`config.mk`:
```
export PLATFORM = sky130hd
export DESIGN_NAME = lcd_spi_arbiter_flat
export DESIGN_NICKNAME = d
export VERILOG_FILES = /design/src/rtl/lcd_spi_arbiter_if.sv /design/src/rtl/lcd_spi_arbiter.sv /design/src/flat_wrapper.sv
export SDC_FILE = /design/constraint.sdc
export NUM_CORES = 1
export LEC_CHECK = 0
export CAP_MARGIN = 20
export CORE_AREA = 10 10 90 76
export CTS_CLUSTER_SIZE = 30
export DETAILED_ROUTE_END_ITERATION = 10
export DIE_AREA = 0 0 100 86
export GPL_TIMING_DRIVEN = 0
export PLACE_DENSITY = 0.89
export REMOVE_ABC_BUFFERS = 1
export SLEW_MARGIN = 10
export SYNTH_ARGS = -nofsm -noshare
export SYNTH_HDL_FRONTEND = slang
export SYNTH_SLANG_ARGS = --single-unit
```
`constraint.sdc`:
```
create_clock -name clock -period 3.03 [get_ports clock]
set_input_delay 0.606 -clock clock [delete_from_list [all_inputs] [get_ports clock]]
set_output_delay 0.606 -clock clock [all_outputs]
set_load 0.01 [all_outputs]
```
`src/rtl/lcd_spi_arbiter_if.sv`:
```
// Requester / spi_master bundle shared between the LCD drawing engines and the arbiter.
// The arbiter connects through the slave modport; the drawing side uses master.
interface lcd_spi_arbiter_if #(
   parameter int unsigned NREQ = 4
);
   logic [NREQ-1:0]   req;
   logic [8*NREQ-1:0] req_data;
   logic [NREQ-1:0]   req_dc;
   logic [NREQ-1:0]   req_last;
   logic [NREQ-1:0]   grant;
   logic [NREQ-1:0]   ack;
   logic              aborted;
   logic              busy;
   logic [7:0]        spi_data;
   logic              spi_dc;
   logic              spi_start;
   logic              spi_avail;

   modport master (
      output req, req_data, req_dc, req_last, spi_avail,
      input  grant, ack, aborted, busy, spi_data, spi_dc, spi_start
   );

   modport slave (
      input  req, req_data, req_dc, req_last, spi_avail,
      output grant, ack, aborted, busy, spi_data, spi_dc, spi_start
   );
endinterface

```
`src/rtl/lcd_spi_arbiter.sv`:
```
// Round-robin arbiter sharing one PCD8544 spi_master between several burst requesters;
// a grant is held for a whole burst so cursor-positioned writes never interleave.
module lcd_spi_arbiter #(
   parameter int unsigned NREQ       = 4,
   parameter int unsigned GAP_CYCLES = 4
) (
   input logic              clock,
   input logic              reset,
   lcd_spi_arbiter_if.slave bus
);
   localparam int unsigned PW = (NREQ > 1) ? $clog2(NREQ) : 1;

   typedef enum logic [1:0] {IDLE, BURST, DRAIN, GAP} state_e;

   state_e          state_q;
   logic [PW-1:0]   ptr_q;
   logic [PW-1:0]   gidx_q;
   logic [NREQ-1:0] grant_q;
   logic            start_q;
   logic            aborted_q;
   logic [7:0]      hold_data_q;
   logic            hold_dc_q;
   logic [7:0]      gap_q;

   logic            win_vld;
   logic [PW-1:0]   win_idx;
   logic [NREQ-1:0] win_oh;
   logic [PW-1:0]   scan_idx;
   logic [PW-1:0]   ptr_d;
   logic [7:0]      cur_data;
   logic            cur_dc;
   logic            cur_last;
   logic            cur_req;
   logic [7:0]      spi_data_mux;
   logic            spi_dc_mux;

   // First requesting index scanning ptr, ptr+1, ... modulo NREQ.
   always_comb begin
      win_vld  = 1'b0;
      win_idx  = '0;
      win_oh   = '0;
      scan_idx = '0;
      for (int unsigned k = 0; k < NREQ; k++) begin
         scan_idx = PW'((32'(ptr_q) + k) % NREQ);
         if (!win_vld && bus.req[scan_idx]) begin
            win_vld          = 1'b1;
            win_idx          = scan_idx;
            win_oh           = '0;
            win_oh[scan_idx] = 1'b1;
         end
      end
   end

   assign ptr_d    = (gidx_q == PW'(NREQ - 1)) ? '0 : gidx_q + 1'b1;
   assign cur_data = bus.req_data[{gidx_q, 3'b000} +: 8];
   assign cur_dc   = bus.req_dc[gidx_q];
   assign cur_last = bus.req_last[gidx_q];
   assign cur_req  = bus.req[gidx_q];

   always_comb begin
      spi_data_mux = '0;
      spi_dc_mux   = 1'b0;
      if (state_q == BURST) begin
         spi_data_mux = cur_data;
         spi_dc_mux   = cur_dc;
      end else if (state_q == DRAIN) begin
         spi_data_mux = hold_data_q;
         spi_dc_mux   = hold_dc_q;
      end
   end

   assign bus.grant     = grant_q;
   assign bus.ack       = (state_q == BURST && bus.spi_avail) ? grant_q : '0;
   assign bus.aborted   = aborted_q;
   assign bus.busy      = (state_q != IDLE);
   assign bus.spi_data  = spi_data_mux;
   assign bus.spi_dc    = spi_dc_mux;
   assign bus.spi_start = start_q;

   always_ff @(posedge clock) begin
      if (reset) begin
         state_q     <= IDLE;
         ptr_q       <= '0;
         gidx_q      <= '0;
         grant_q     <= '0;
         start_q     <= 1'b0;
         aborted_q   <= 1'b0;
         hold_data_q <= '0;
         hold_dc_q   <= 1'b0;
         gap_q       <= '0;
      end else begin
         aborted_q <= 1'b0;
         case (state_q)
            IDLE: begin
               if (win_vld) begin
                  grant_q <= win_oh;
                  gidx_q  <= win_idx;
                  start_q <= 1'b1;
                  state_q <= BURST;
               end
            end
            BURST: begin
               // A last byte taken together with a req drop still ends the burst normally.
               if (bus.spi_avail) begin
                  if (cur_last) begin
                     grant_q <= '0;
                     start_q <= 1'b0;
                     ptr_q   <= ptr_d;
                     gap_q   <= '0;
                     state_q <= GAP;
                  end
               end else if (!cur_req) begin
                  hold_data_q <= cur_data;
                  hold_dc_q   <= cur_dc;
                  state_q     <= DRAIN;
               end
            end
            DRAIN: begin
               if (bus.spi_avail) begin
                  grant_q   <= '0;
                  start_q   <= 1'b0;
                  aborted_q <= 1'b1;
                  ptr_q     <= ptr_d;
                  gap_q     <= '0;
                  state_q   <= GAP;
               end
            end
            GAP: begin
               if (gap_q == 8'(GAP_CYCLES - 1)) begin
                  gap_q   <= '0;
                  state_q <= IDLE;
               end else begin
                  gap_q <= gap_q + 8'd1;
               end
            end
            default: state_q <= IDLE;
         endcase
      end
   end
endmodule

```
`src/flat_wrapper.sv`:
```
// flat-port wrapper written by rule: the top's interface ports become plain ports
module lcd_spi_arbiter_flat 
#(
   parameter int unsigned NREQ       = 4,
   parameter int unsigned GAP_CYCLES = 4
)
  (clock, reset, bus_req, bus_req_data, bus_req_dc, bus_req_last, bus_spi_avail, bus_grant, bus_ack, bus_aborted, bus_busy, bus_spi_data, bus_spi_dc, bus_spi_start);
  lcd_spi_arbiter_if #(.NREQ(NREQ)) bus_i ();
  input logic clock;
  input logic reset;
  input wire logic [$bits(bus_i.req)-1:0] bus_req;
  input wire logic [$bits(bus_i.req_data)-1:0] bus_req_data;
  input wire logic [$bits(bus_i.req_dc)-1:0] bus_req_dc;
  input wire logic [$bits(bus_i.req_last)-1:0] bus_req_last;
  input wire logic [$bits(bus_i.spi_avail)-1:0] bus_spi_avail;
  output wire logic [$bits(bus_i.grant)-1:0] bus_grant;
  output wire logic [$bits(bus_i.ack)-1:0] bus_ack;
  output wire logic [$bits(bus_i.aborted)-1:0] bus_aborted;
  output wire logic [$bits(bus_i.busy)-1:0] bus_busy;
  output wire logic [$bits(bus_i.spi_data)-1:0] bus_spi_data;
  output wire logic [$bits(bus_i.spi_dc)-1:0] bus_spi_dc;
  output wire logic [$bits(bus_i.spi_start)-1:0] bus_spi_start;
  assign bus_i.req = bus_req;
  assign bus_i.req_data = bus_req_data;
  assign bus_i.req_dc = bus_req_dc;
  assign bus_i.req_last = bus_req_last;
  assign bus_i.spi_avail = bus_spi_avail;
  assign bus_grant = bus_i.grant;
  assign bus_ack = bus_i.ack;
  assign bus_aborted = bus_i.aborted;
  assign bus_busy = bus_i.busy;
  assign bus_spi_data = bus_i.spi_data;
  assign bus_spi_dc = bus_i.spi_dc;
  assign bus_spi_start = bus_i.spi_start;
  lcd_spi_arbiter #(.NREQ(NREQ), .GAP_CYCLES(GAP_CYCLES)) u_core (.clock(clock), .reset(reset), .bus(bus_i));
endmodule
```
; Word-level counts from Yosys, hierarchy flattened
; Index checks and enable logic that the tools add are counted.
[classes]
n_addsub = 5
order_cmp = 9
n_eq_ne = 12
shifts = 1
mux = 67
bitwise_logic = 3
n_reduce_logical = 23
[ops]
columns = operator, n
row1 = 8-bit two-way mux, 6
row2 = 4-bit two-way mux, 9
row3 = 32-bit by 6-bit variable part select with 8-bit output, 1
row4 = 2-bit two-way mux, 14
row5 = 8-bit case mux with 3 select lines, 1
row6 = 1-bit two-way mux, 22
row7 = 2-bit by 3-bit less-than comparator with 1-bit output (second input constant), 5
row8 = 1-bit binary-select mux with 2-bit select, 7
row9 = 4-bit case mux with 3 select lines, 1
row10 = 5-bit AND reduction, 2
row11 = 8-bit by 1-bit adder with 8-bit output (second input constant), 1
row12 = 1-bit demux with 2-bit select, 4
row13 = 8-bit by 2-bit equality test with 1-bit output (second input constant), 1
row14 = 2-bit by 1-bit greater-or-equal comparator with 1-bit output (second input constant), 4
row15 = 1-bit logical AND, 8
row16 = 2-bit case mux with 4 select lines, 1
row17 = 4-bit AND reduction, 2
row18 = 2-bit equality test (second input constant), 3
row19 = 2-bit by 1-bit inequality test with 1-bit output (second input constant), 3
row20 = 3-bit nonzero test, 2
row21 = 2-bit by 1-bit adder with 2-bit output (second input constant), 2
row22 = 2-bit adder (second input constant), 2
row23 = 2-bit inequality test (second input constant), 2
row24 = 2-bit case mux with 2 select lines, 1
row25 = other kinds (11), 16
[totals]
reg_bits = 29
inputBits = 47
output_inout_bits = 20
word_cells = 129

; Logic depth before layout (Yosys ltp)
[logic_depth]
ltp_word = 14
ltp_mapped = 9
depth_no_buf = 7

; Worst setup path before layout
; No wires, ideal clock.
[synth_path]
path_type = register to register
from = reg u_core.ptr_q[0]
to = reg u_core.grant_q[3], in the netlist u_core.bus.grant[3]
setup_ns = 0.071
arrival_time_ns = 2.719
t_required_ns = 2.959
setup_slack_ns = 0.241
stages_incl_launch_ff = 10
path_buffers = 2
period_less_slack_ns = 2.789
cell_sequence = dfxtp_1 -> clkbuf_1 -> inv_1 -> ha_1 -> clkbuf_1 -> or3b_2 -> a2111o_1 -> a31oi_1 -> o31ai_1 -> a21oi_1
[synth_via]
elab_chain_len = 14
word_cells_on_any_way = 49
classes_between = 3 x add/sub / 8 x order compare / 1 x eq/ne / 26 x mux / 11 x reduce/logical
[synth_lines]
columns = item, line_no
row1 = from (decl), lcd_spi_arbiter.sv:16  ; logic [PW-1:0] ptr_q;
row2 = from (signal assigned), lcd_spi_arbiter.sv:108  ; ptr_q <= ptr_d;
row3 = from (signal assigned), lcd_spi_arbiter.sv:123  ; ptr_q <= ptr_d;
row4 = branches (longest 14 deep; another with 2-bit by 3-bit less-than comparator with 1-bit output), n/a
row5 = to (signal assigned), lcd_spi_arbiter.sv:96  ; grant_q <= win_oh;
row6 = to (decl), lcd_spi_arbiter.sv:18  ; logic [NREQ-1:0] grant_q;
; Several ways; the timed one is not identified. The select of a mux whose other input is x is not followed.
; A chain may end at the register's enable or synchronous reset.

; Worst setup path in the final report
; Ends and elaborated chain as after synthesis.

==> summary.md <==
| Metric | Value |
|---|---|
| Run status | finished clean |
| Compound-cell area share of the yosys netlist | 19.3% |
| Total power | 2.35 mW |
| Largest net degree at the start of global routing | 33 |
| Minimum clock period | roughly 2800 ps |
| Yosys warns | 0 |
| Mux share of post-synthesis cell area | between 10% and 20% |
| DIE AREA | ~8600 sq um |
| Max-cap viol count | 0 |
| 1st-pass router iterations | 4 |
| Core ar. | 4980 sq um |
| Critical path capture point type | flip-flop |
| Most frequent cells in the layout | clkdlybuf4s50_1, nand2_1, dfxtp_1, nor2_1, o21ai_0 |
| First-pass GRT wire length | around 11000 um |
| Static leakage power | 1.11 nW |
| Crit start category | flip-flop |
| Setup ws final | 192 ps |
| Post-DP Area | 3030 sq um |
| CTS Hold Bufs | 0 |
| Yosys top cell area share | approximately a quarter |
| Port Buf Inserts | 66 |
| Overall Global Routing Usage | 15.3% |
| RSZ-0062 raised after global routing | no |
| Io pins | 67 |
| Die Y | 86 um |
| Setup TNS | 0 ps |
| Worst skew pair latency | 290 ps |
| Share of post-route cells with drive strength above 1 | 10.2% |
| Max FO, Critical Path | 17 |
| Die Wd | 100 um |
| Antenna cells | 0 |
| Post-route ant nets | 0 |
| Commonest non-fill, non-tap cell in the layout | clkdlybuf4s50_1 |
| Vias in the first global route | 2340 |
| Area leader, netlist | dfxtp_1 |
| Post-Synth XOR/XNOR Area | 0% |
| Row cnt | 23 |
| Hold WC Path Type | flip-flop to flip-flop |
| CTS tree | done |
| Clock transition at path regs | 70 ps |
| Avg Cell Area, Syn | slightly above 8 sq um |
| Post-layout nets | 402 |
| Simple-gate share of the synthesized area | a little under a quarter |
| H-tree Lvls | 2 |
| Largest family of logic cells by synthesized area | simple AND/OR/NAND/NOR gates |
| Root Driver | clkbuf_8 |
| WP data required | about 3200 ps |
| Final hold vios | 0 |
| Final period util | about 94% |
| 1st-iter DRT viols | 139 |
| Clk sinks | 29 |
| Total Wirelength | 6850 um |
| Relative slew slack | 59.0% |
| Detailed Place HPWL | around 5200 um |
| Initial core utilization | 47.4% |
| WS Path Type | flip-flop to flip-flop |
| Mapped Area | 2360 sq um |
| Synth unique cells | 44 |
| Slew Limit Fails | 0 |
| Number of CTS-inserted buffers | 5 |
| Via count | 2366 |
| Worst-Margin Slew | 611 ps |
| Gate Count Post-Synth | about 290 |
| Worst VDD drop | 0.355 mV |
| Wire per inst | 16.9 um |
| Final Skew | 10.4 ps |
| Area Overhead vs Synth | 33.1% |
| Residual DRC count | 0 |
| Clk buf depth | 2 |
| Seq/Total Area, Yosys | 24.6% |
| Placement Setup Slack | -147 ps |
| Adder-Cell Fraction of Synth Area | ~7.4% |
| Routability cong. | 0.858 |
| Postcts setup bufs | 0 |
| Pwr/cell area | 750 nW/um^2 |
| Total gr overflow | 0 |
| Vias per inst | 5.86 |
| CP arrival | approximately 3000 ps |
| Antenna violations before repair | 0 |
| Ranking of synthesized cells by area | dfxtp_1, mux4_2, ha_1, mux2i_1, nand2_1 |
| Post-route design area | 3140 sq um |
| Max Clk Rate | 352 MHz |
| Synthesized flop and latch total | 29 |
| # setup viols final | 0 |
| Core Util, Final | 63.1% |
==> cells by family after synthesis <==
logic type / Yosys count
fa+ha+maj: 14
mux: 30
compound gates: 69
buf+inv: 33
simple gates: 110
flops: 29
==> flip-flops by register name, summed over array words and instances, names as in the netlist <==
name / flops
u_core.ptr_q: 2
u_core.bus.aborted: 1
u_core.bus.spi_start: 1
u_core.state_q: 2
u_core.gap_q: 8
u_core.hold_data_q: 8
u_core.hold_dc_q: 1
u_core.bus.grant: 4
u_core.gidx_q: 2
==> stage by stage <==
step,hold WS [ps],instances
after floorplan,443,266
after global placement,461,394
after detailed placement,482,395
after CTS,491,403
after global routing,521,404
final,491,404
==> final cells by class <==
class                      count  area, sq um
multi-input combinational    223         1660
clock buffer                   6         72.6
tap                           62         77.6
inverter                      14         52.6
clock inverter                 2         10.0
sequential                    29          584
fill                         414         1840
timing repair buffer          68          683
==> synth_stat cells, drive strengths merged <==
cell,n
nand4,2
clkbuf,14
a2111o,1
ha,14
nor4,3
a21oi,17
a2bb2oi,1
a221oi,6
nand4b,1
a32o,1
nand2,30
o21ai,20
o32ai,1
dfxtp,29
nand3b,4
a31oi,4
o21bai,1
a21o,2
and2,9
nor2,22
mux2i,14
nor3,11
nand2b,5
and3,4
mux4,12
buf,5
or3b,1
mux2,4
or2,2
a22oi,1
nor2b,6
o31ai,7
o221ai,1
inv,14
or3,4
o31a,1
nand3,3
or4,3
a2111oi,5
==> per-layer routing <==
| layer | part of all wire [%] | wire length, um | GRT usage (%) | vias up |
|---|---|---|---|---|
| li1 | - | - | - | 1172 |
| met1 | 42 | 2850 | 17.5 | 1117 |
| met2 | 51 | 3480 | 27.2 | 67 |
| met3 | 6.1 | 418 | 4.33 | 10 |
| met4 | 1.5 | 102 | 4.23 | 0 |
| met5 | 0 | 0 | 0 | - |
==> final timing paths <==
check / from / end / cells past startpoint / slack [ps]
worst max-delay path: u_core.ptr_q[0] / u_core.bus.grant[3] / 7 / 190
worst min register to register: u_core.bus.spi_start / u_core.bus.spi_start / 2 / 490
worst max register to register: u_core.ptr_q[0] / u_core.bus.grant[3] / 7 / 190
worst min-delay path: u_core.bus.spi_start / u_core.bus.spi_start / 2 / 490
==> worst max-delay path, cell delays in order, from the launching register on <==
cell and delay [ps]:
dfxtp_2 550, inv_1 250, ha_2 520, mux4_2 620, a221oi_1 280, a2111oi_0 120
o31ai_1 280, a21oi_1 100
==> timing repair <==
action / 4_1_cts / 5_1_grt
endpoints found under the setup margin: 13 / 5
pin swaps: 0 / 0
resized for setup: 2 / 3
==> where the power goes <==
part | total (mW) | leakage, nW | internal, mW | switching [mW]
Clock | 0.304 | 0.0450 | 0.159 | 0.145
Combinational | 1.44 | 0.824 | 0.700 | 0.736
Sequential | 0.614 | 0.237 | 0.463 | 0.150
No activity file was read; power rests on OpenSTA's default activity.
